`src/rtl/chain_drain_scheduler_pkg.sv`:
```
// Shared state encoding and small elaboration-time helpers for the
// capture-and-drain scheduler.
package chain_pkg;

  typedef enum logic [2:0] {
    IDLE,
    CAPTURE,
    DRAIN,
    COMPLETE,
    ABORT
  } state_t;

  // Bits needed to hold values 0..n-1; 0 for n <= 1.
  function automatic int clog2(input int n);
    int r;
    r = 0;
    for (int i = 0; i < 31; i++)
      if ((1 << i) < n) r = i + 1;
    return r;
  endfunction

  // Low bit of lane k's chain index inside the flat lane_sel bus.
  function automatic int sel_lo(input int lane, input int sel_w);
    return lane * sel_w;
  endfunction

endpackage

```
`src/rtl/chain_drain_scheduler_rr_picker.sv`:
```
// Round-robin first-set search: lowest set bit of mask at or after start,
// wrapping modulo N.
module rr_picker
  import chain_pkg::*;
#(
  parameter int N = 5,
  parameter int W = 3
) (
  input  logic [N-1:0] mask,
  input  logic [W-1:0] start,
  output logic         found,
  output logic [W-1:0] idx
);

  logic [2*N-1:0] rot;
  logic [W:0]     sum;

  // Rotating a doubled copy puts the search origin at bit 0 so the
  // scan below only uses constant bit positions.
  always_comb begin
    rot   = {mask, mask} >> start;
    found = 1'b0;
    idx   = '0;
    sum   = '0;
    for (int o = 0; o < N; o++) begin
      if (!found && rot[o]) begin
        found = 1'b1;
        sum   = {1'b0, start} + (W+1)'(o);
        if (sum >= (W+1)'(N)) sum = sum - (W+1)'(N);
        idx   = sum[W-1:0];
      end
    end
  end

endmodule

```
`src/rtl/chain_drain_scheduler.sv`:
```
// Sequences one capture-and-drain pass over CHAINS_IN shadow chains that
// share CHAINS_OUT serial lanes, granting lanes round-robin.
module chain_drain_scheduler
  import chain_pkg::*;
#(
  parameter int CHAINS_IN  = 5,
  parameter int CHAINS_OUT = 3,
  parameter int CAP_CYCLES = 2,
  parameter int TIMEOUT    = 255,
  parameter int SEL_W      = 3
) (
  input  logic                        clk,
  input  logic                        rst,
  input  logic                        trig,
  input  logic [CHAINS_IN-1:0]        cin_ready,
  input  logic [CHAINS_IN-1:0]        cin_done,
  output logic                        c_en,
  output logic [CHAINS_IN-1:0]        cin_en,
  output logic [CHAINS_OUT-1:0]       lane_valid,
  output logic [CHAINS_OUT*SEL_W-1:0] lane_sel,
  output logic                        busy,
  output logic                        done,
  output logic                        err
);

  localparam int CAP_W = clog2(CAP_CYCLES + 1);
  localparam int TMR_W = clog2(TIMEOUT + 1);

  state_t                      state, state_n;
  logic [CAP_W-1:0]            cap_cnt, cap_n;
  logic [TMR_W-1:0]            tmr, tmr_n;
  logic [CHAINS_IN-1:0]        pending, pend_n;
  logic [SEL_W-1:0]            ptr, ptr_n;
  logic [CHAINS_OUT-1:0]       lv_n;
  logic [CHAINS_OUT*SEL_W-1:0] ls_n;
  logic                        err_n;

  logic [CHAINS_OUT-1:0]       rel, free_oh;
  logic [CHAINS_IN-1:0]        rel_chain, cand;
  logic                        pick_found;
  logic [SEL_W-1:0]            pick_idx;
  logic                        grant, progress;

  // Decode lane ownership into per-chain enables and find lanes whose
  // owner reports done; done on an unowned chain never matches here.
  always_comb begin
    cin_en    = '0;
    rel       = '0;
    rel_chain = '0;
    for (int k = 0; k < CHAINS_OUT; k++)
      for (int i = 0; i < CHAINS_IN; i++)
        if (lane_valid[k] && lane_sel[sel_lo(k, SEL_W) +: SEL_W] == SEL_W'(i)) begin
          cin_en[i] = 1'b1;
          if (cin_done[i]) begin
            rel[k]       = 1'b1;
            rel_chain[i] = 1'b1;
          end
        end
  end

  // Lowest free lane as one-hot (x & -x on the free mask); lanes released
  // this cycle still count as busy.
  assign free_oh = ~lane_valid & (lane_valid + CHAINS_OUT'(1));

  assign cand = pending & cin_ready & ~cin_en;

  rr_picker #(
    .N (CHAINS_IN),
    .W (SEL_W)
  ) u_pick (
    .mask  (cand),
    .start (ptr),
    .found (pick_found),
    .idx   (pick_idx)
  );

  assign grant    = (state == DRAIN) && (|free_oh) && pick_found;
  assign progress = grant || (|rel);

  assign c_en = (state == CAPTURE);
  assign busy = (state != IDLE);
  assign done = (state == COMPLETE) || (state == ABORT);

  always_comb begin
    state_n = state;
    cap_n   = cap_cnt;
    tmr_n   = tmr;
    pend_n  = pending;
    ptr_n   = ptr;
    lv_n    = lane_valid;
    ls_n    = lane_sel;
    err_n   = err;
    case (state)
      IDLE: begin
        if (trig) begin
          state_n = CAPTURE;
          err_n   = 1'b0;
          pend_n  = '1;
          cap_n   = '0;
          tmr_n   = '0;
        end
      end
      CAPTURE: begin
        if (cap_cnt == CAP_W'(CAP_CYCLES - 1)) state_n = DRAIN;
        else                                   cap_n   = cap_cnt + CAP_W'(1);
      end
      DRAIN: begin
        lv_n   = lane_valid & ~rel;
        pend_n = pending & ~rel_chain;
        if (grant) begin
          lv_n  = lv_n | free_oh;
          ptr_n = (pick_idx == SEL_W'(CHAINS_IN - 1)) ? '0 : pick_idx + SEL_W'(1);
          for (int k = 0; k < CHAINS_OUT; k++)
            if (free_oh[k]) ls_n[sel_lo(k, SEL_W) +: SEL_W] = pick_idx;
        end
        if (pending == '0 && lane_valid == '0) begin
          state_n = COMPLETE;
        end else if (progress) begin
          tmr_n = '0;
        end else if (tmr == TMR_W'(TIMEOUT - 1)) begin
          // Abort drops every lane now so the ABORT cycle already shows them idle.
          state_n = ABORT;
          lv_n    = '0;
          pend_n  = '0;
          err_n   = 1'b1;
        end else begin
          tmr_n = tmr + TMR_W'(1);
        end
      end
      COMPLETE: state_n = IDLE;
      ABORT:    state_n = IDLE;
      default:  state_n = IDLE;
    endcase
  end

  always_ff @(posedge clk or posedge rst) begin
    if (rst) begin
      state      <= IDLE;
      cap_cnt    <= '0;
      tmr        <= '0;
      pending    <= '0;
      ptr        <= '0;
      lane_valid <= '0;
      lane_sel   <= '0;
      err        <= 1'b0;
    end else begin
      state      <= state_n;
      cap_cnt    <= cap_n;
      tmr        <= tmr_n;
      pending    <= pend_n;
      ptr        <= ptr_n;
      lane_valid <= lv_n;
      lane_sel   <= ls_n;
      err        <= err_n;
    end
  end

endmodule

```
`config.mk`:
```
export PLATFORM = sky130hd
export DESIGN_NAME = chain_drain_scheduler
export DESIGN_NICKNAME = d
export VERILOG_FILES = /design/src/rtl/chain_drain_scheduler_pkg.sv /design/src/rtl/chain_drain_scheduler_rr_picker.sv /design/src/rtl/chain_drain_scheduler.sv
export SDC_FILE = /design/constraint.sdc
export NUM_CORES = 1
export LEC_CHECK = 0
export ABC_AREA = 1
export CORE_ASPECT_RATIO = 1.5
export CORE_UTILIZATION = 50
export DETAILED_ROUTE_END_ITERATION = 12
export PLACE_DENSITY = 0.69
export SYNTH_ARGS = -nofsm -noshare
export SYNTH_HDL_FRONTEND = slang
export SYNTH_HIERARCHICAL = 1
export SYNTH_SLANG_ARGS = --single-unit
```
`constraint.sdc`:
```
create_clock -name clk -period 5.6 [get_ports clk]
set_input_delay 0.84 -clock clk [delete_from_list [all_inputs] [get_ports clk]]
set_output_delay 0.84 -clock clk [all_outputs]
set_load 0.005 [all_outputs]
```
==> impl_metrics.ini, run 1 <==
[run_status]
run_status = finished clean

[clocking]
cts_hold_repair.buffers = 0
cts.repair.resized = 0
clkLatencyLatePin_ns = 0.28
cts.repair_timing.setup_buffer_count = 0
cts.reportedPaths.clkPinSlew_ns = 0.07
cts-htree-levels = 2
cts_buffers = 5
cts.sinks = 34
clk_root_buffer_cell = clkbuf_8
cts_buffer_depth = 2
cts_tree = yes

[power]
peakVddDrop_mv = 0.3377
p_per_cell_area_nw_per_um2 = 629.7
seq_power_share_pct = 20.4
combinationalPowerShare_pct = 69.1
power.switching_fraction_pct = 53.72
internal_power_w = 0.001002
power.share.clock_pct = 10.5
switching_power_w = 0.001163
static-leakage-power_nw = 1.685

[yosys]
netlist_top_cells_area = dfrtp_1 (29%), nand2_1 (15%), nand3_1 (9.2%), ha_1 (5.5%), nor2_1 (4.7%)
yosysWarnings = 6
synth_top_cell_by_area = dfrtp_1
avgSynthCellArea_um2 = 6.972
most_frequently_used_cell_type_in_the_post_synthesis_netlist = nand2_1
syn-num-nets = 448
async_flop_share_pct = 100.0
synth_top_flop_cell = dfrtp_1
yosysSeqAreaShare_pct = 28.99
synth_commonest_cells = nand2_1 (119), nand3_1 (54), nor2_1 (37), dfrtp_1 (34), inv_1 (34)
yosysUniqueCellTypes = 35
post_synth_inst_count = 421
yosysTopAreaCellShare_pct = 28.99
netlist_area_um2 = 2935
yosys_register_bits = 34
synth_edf_count = 0

[final_layout]
final.fill_count = 531
ff_latch_area_um2 = 850.8
syn_to_final_growth_pct = 17.09
post_route_cells_drive_above_1_share_pct = 12.85
final_net_count = 485
final_core_util_pct = 61.66
non_filler_instance_count_after_layout = 529
multi_input_combinational_cell_area_um2 = 1878
antenna-diode-count = 0

[place]
cell_count_post_placement = 521
hpwl_um = 5962
rd_place_congestion = 0.9088
port_buffer_cells = 33

[sta]
slew_headroom_pct = 62.65
final-hold-violation-count = 0
fmaxAchievable_mhz = 310.8
maxSlewViolCount = 0
fin_crit_ns = 3.217
post-route-period-util_pct = 57.45
fin_tns_setup_ns = 0
skew_ns = 0.006746
rsz0062_at_grt = no
report.final.setup_viol = 0
worst_pin_slew_ns = 0.5560

[grt]
via_count_of_the_first_global_routing_pass = 2816
track_usage_pct = 26.68
grt_overflow_total = 0
grt_antenna_before_repair = 0
grt_max_degree = 35
grt_first_pass_wirelength_um = 12700

[hold_path]
holdCritStartpoint = err
whs_path_depth = 2
timing.hold.worst_endpoint = err
worst_hold_path_type = reg2reg

[setup_path]
critical_path_fanouts_max = 8
critPathArrivalTime_ns = 3.41
rr_startpoint = ptr[1]
timing.critical_path.from_type = input pin
r2r-end = ptr[2]
r2r_cells = 12
timing_worst_setup_path_type = in2reg
timing.critical_path.required_ns = 5.79
kind_of_end_point_of_the_critical_path = flop
rrSetupSlack_ns = 2.41

[detailed_routing]
drc = 0
routed_wl_um = 7619
via_density_per_instance = 5.435
drt_first_pass_iters = 4
route.vias.total = 2875
detailedRoute.firstIterationViolations = 211
final_antenna_net_count = 0
routedWlPerCell_um = 14.40

[floorplanning]
die-area_um2 = 6187
placementRows = 33
floorplan.die.width_um = 64.56
starting_utilization_of_the_core_area_pct = 52.66
std_cell_core_area_um2 = 5574
top_level_ports = 34
dieHeight_um = 95.84

[flow_run]
cap_violations = 0
==> cell families (layout without fill, tap and decap cells) <==
group | after synthesis | in the layout | synth area share [%]
AO/OA/AOI/OAI | 45 | 45 | 8.440
multiplexers | 4 | 4 | 1.449
flip-flops | 34 | 34 | 28.99
adder cells (fa/ha/maj) | 14 | 14 | 6.224
buffers and inverters | 48 | 86 | 7.033
AND/OR/NAND/NOR | 264 | 264 | 44.29
XOR/XNOR | 12 | 12 | 3.581
==> power groups by stage <==
stage | Clock (W) | Sequential, W | Combinational [W]
finish | 0.000228 | 0.000441 | 0.00150
detailed placement | 0 | 0.000444 | 0.00148
global placement | 0 | 0.000445 | 0.00147
global route | 0.000239 | 0.000454 | 0.00167
floorplan | 0 | 0.000399 | 0.00111
CTS | 0.000231 | 0.000440 | 0.00150
==> critical path, stage by stage <==
cell and delay [ns]:
clkdlybuf4s50_1 0.46, nand2_1 0.05, nor2_1 0.19, nand2_1 0.13, nand2_1 0.08, nand2_1 0.06
o21ai_0 0.09, nand2_1 0.07, nand2_1 0.16, inv_1 0.11, nand3b_1 0.11, o21ai_2 0.06
nor2_2 0.33, nand3_1 0.30, a21oi_1 0.22, nand2_1 0.07, o21ai_0 0.08
==> flip-flops by register name, summed over array words and instances, names as in the netlist <==
name and flops:
lane_sel 9, cap_cnt 2, lane_valid 3, pending 5
state 3, err 1, ptr 3, tmr 8
==> cells in the final DEF, fill, tap and decap left out, types with 5 or more instances in the layout <==
cell	n
inv_1	34
nand3_2	9
nand3b_1	6
nand3_1	54
ha_1	13
nand4_1	11
o21ai_0	27
inv_2	8
nor2_1	37
nand2_2	14
clkdlybuf4s50_1	33
a21oi_1	11
clkbuf_8	5
nand2_1	119
xor2_1	10
dfrtp_1	34
==> worst max-delay path by stage <==
stage | startpoint | to | slack (ns) | cells after the start
after floorplan | lane_valid[1] | lane_valid[0] | 2.98 | 19
after global placement | cin_ready[2] | lane_valid[1] | 2.13 | 17
after detailed placement | cin_ready[2] | lane_valid[1] | 2.13 | 17
after CTS | cin_ready[2] | lane_valid[1] | 2.41 | 17
after global routing | lane_valid[2] | lane_valid[0] | 2.08 | 19
final | cin_ready[2] | lane_valid[1] | 2.38 | 17
==> metrics by stage <==
| step | total power [W] | cell area [µm²] | hold WS (ns) | setup slack [ns] |
|---|---|---|---|---|
| after floorplan | 0.001505 | 2935 | 0.4533 | 2.978 |
| after global placement | 0.001912 | 3323 | 0.4976 | 2.133 |
| after global routing | 0.002361 | 3437 | 0.5456 | 2.080 |
| after CTS | 0.002166 | 3437 | 0.5156 | 2.410 |
| final | 0.002164 | 3437 | 0.5162 | 2.383 |
| after detailed placement | 0.001927 | 3323 | 0.4858 | 2.131 |
==> final cells by class <==
type                       instances  share of cell area (%)
clock buffer                       5                   2.002
clock inverter                     3                   1.311
multi-input combinational        339                   54.64
tap                               70                   2.548
timing repair buffer              35                   10.05
inverter                          43                   4.696
sequential                        34                   24.75
==> metal layers <==
layer | vias up | part of all wire, % | global-route usage [%]
li1 | 1457 | - | -
met1 | 1337 | 39 | 28.13
met2 | 64 | 56 | 52.19
met3 | 17 | 2.7 | 3.318
met4 | 0 | 2.5 | 11.30
met5 | - | 0 | 0
Power figures use the tool's default switching activity.
==> run 2: changes to the inputs <==
--- a/config.mk
+++ b/config.mk
@@ -9,7 +9,7 @@
 export CORE_ASPECT_RATIO = 1.5
 export CORE_UTILIZATION = 50
 export DETAILED_ROUTE_END_ITERATION = 12
-export PLACE_DENSITY = 0.69
+export PLACE_DENSITY = 0.72
 export SYNTH_ARGS = -nofsm -noshare
 export SYNTH_HDL_FRONTEND = slang
 export SYNTH_HIERARCHICAL = 1
==> constraint.sdc (replaced) <==
create_clock -name clk -period 2.6 [get_ports clk]
set_input_delay 0.39 -clock clk [delete_from_list [all_inputs] [get_ports clk]]
set_output_delay 0.39 -clock clk [all_outputs]
set_load 0.005 [all_outputs]
==> run 2 against run 1 <==
Compared with the run above: via count increased by 18%; the flow now finishes with violations (setup timing); first-iteration DRC count down 31%; sequential power increased by 97%; clock skew down 0.0030 ns; wire length up 23%; clock power rose by 110%; combinational power grew to 3.5 times the previous value; die area did not move; cell count grew 16%.
==> impl_metrics.ini, run 2 (same netlist as run 1, synthesis figures left out) <==
[clocking]
cts.sinks = 34
cts_buffer_depth = 2
clk_root_buffer_cell = clkbuf_8
cts_hold_repair.buffers = 0
cts-htree-levels = 2
cts_tree = yes
clkLatencyLatePin_ns = 0.29
cts_buffers = 5
cts.reportedPaths.clkPinSlew_ns = 0.07

[sta]
post-route-period-util_pct = 107.3
fin_tns_setup_ns = -3.167
final_critical_path_setup_slack_ns = -0.1895
report.final.setup_viol = 29
maxSlewViolCount = 0
rsz0062_at_grt = yes
skew_ns = 0.003701
final-hold-violation-count = 0
worst_hold_margin_ns = 0.4911
worst_pin_slew_ns = 0.4723
fmaxAchievable_mhz = 358.5
slew_headroom_pct = 68.32
fin_crit_ns = 2.789

[grt]
track_usage_pct = 31.20
via_count_of_the_first_global_routing_pass = 3321
grt_overflow_total = 0
grt_antenna_before_repair = 0
grt_max_degree = 35
grt_first_pass_wirelength_um = 14810

[detailed_routing]
drc = 0
via_density_per_instance = 5.534
routed_wl_um = 9377
detailedRoute.firstIterationViolations = 145
routedWlPerCell_um = 15.35
route.vias.total = 3381
drt_first_pass_iters = 5
final_antenna_net_count = 0

[setup_path]
critPathArrivalTime_ns = 3.00
critical_path_fanouts_max = 4
rr_startpoint = lane_sel[1]
timing.critical_path.from_type = flop
timing_worst_setup_path_type = reg2reg
worstSetupStartpoint = lane_sel[1]
timing.critical_path.required_ns = 2.81
kind_of_end_point_of_the_critical_path = flop

[final_layout]
final_net_count = 567
mostFrequentLayoutCells = nand2_1 (104), buf_4 (71), nand3_1 (40)
reg.largest.list = lane_sel x9, tmr x8, pending x5
registers.top_by_ff_count = lane_sel
mostFrequentLayoutCell = nand2_1
non_filler_instance_count_after_layout = 611
post_route_cells_drive_above_1_share_pct = 36.97
syn_to_final_growth_pct = 49.91
antenna-diode-count = 0
largest_reg_flops = 9
final.fill_count = 400

[flow_run]
cap_violations = 0

[run_status]
run_status = finished, violations left
violations = setup timing

[power]
static-leakage-power_nw = 2.177
p_per_cell_area_nw_per_um2 = 1493
peakVddDrop_mv = 0.7509

[floorplanning]
dieHeight_um = 95.84
placementRows = 33
starting_utilization_of_the_core_area_pct = 52.66
top_level_ports = 34
floorplan.die.width_um = 64.56
die-area_um2 = 6187
std_cell_core_area_um2 = 5574

[hold_path]
worst_hold_path_type = in2async

[place]
port_buffer_cells = 33
hpwl_um = 6673
detailedPlace.worstSlack_ns = -0.2833
rd_place_congestion = 0.9293
cell_count_post_placement = 581
[run 2: cell types whose count changed in the layout (fill, tap and decap cells not counted), moves of 11 or more]
cell / delta
buf_4: +69
nor2_1: -16
nand2_1: -15
nand3_1: -14
nand2_2: +13
nor2_4: +13
buf_6: +11
nand3_2: +11
[run 2: area by class of cell]
cell class | count | area, µm² | area share (%)
Clock buffer | 8 | 110.1 | 2.502
Inverter | 43 | 161.4 | 3.668
Multi-Input combinational cell | 340 | 2177 | 49.47
Sequential cell | 34 | 857.1 | 19.48
Tap cell | 70 | 87.58 | 1.990
Timing Repair Buffer | 116 | 1007 | 22.89
[run 2: per-layer routing]
metal | global-route usage (%) | vias to the layer above | part of all wire, %
li1 | - | 1632 | -
met1 | 30.50 | 1586 | 35
met2 | 62.11 | 120 | 56
met3 | 4.384 | 43 | 4.1
met4 | 16.11 | 0 | 4.8
met5 | 0 | - | 0
[run 2: path summary, 6_finish.rpt]
kind	slack, ns	endpoint	depth (start not counted)
min in group clk	0.51	err	2
hold / removal	0.49	lane_sel[4]	3
setup reg to reg	-0.19	ptr[2]	19
hold reg to reg	0.51	err	2
setup / recovery	-0.19	ptr[2]	19
max in group asynchronous	1.77	lane_sel[3]	3
[run 2: worst max-delay path: stages, from the launching register on]
cell	delay, ns
dfrtp_2	0.45
buf_6	0.13
nand2_1	0.05
inv_1	0.05
nand2_1	0.11
nand3_4	0.12
nor2_4	0.13
nand2_2	0.08
nand3_2	0.09
nand2_2	0.08
nand2_2	0.09
nand2_4	0.07
buf_4	0.14
nand3_2	0.06
nand2_2	0.06
nor2_4	0.13
nand3_2	0.14
ha_4	0.19
or3_1	0.34
a31oi_1	0.19
[run 2: power by group]
part           total, W  leakage, nW  switching (W)  internal [W]
combinational   0.00523         1.70        0.00282       0.00242
clock          0.000471       0.0575       0.000203      0.000268
sequential     0.000869        0.418       0.000180      0.000689
total           0.00657         2.18        0.00320       0.00337
[run 2: per-stage QoR]
| step | instance area (µm²) | utilization (%) | total power, W |
|---|---|---|---|
| floorplan | 2942 | - | 0.003250 |
| global route | 4400 | 78.95 | 0.007061 |
| CTS | 4188 | 75.13 | 0.005998 |
| finish | 4400 | 78.95 | 0.006572 |
| detailed placement | 3780 | 67.81 | 0.004911 |
| global placement | 3780 | 67.81 | 0.004845 |
[run 2: what timing repair did]
action,CTS,global route
resized for setup,53,39
buffers inserted,13,8
setup endpoints to repair,30,32
pin swaps,36,24
hold endpoints to repair,0,0
cloned,1,0
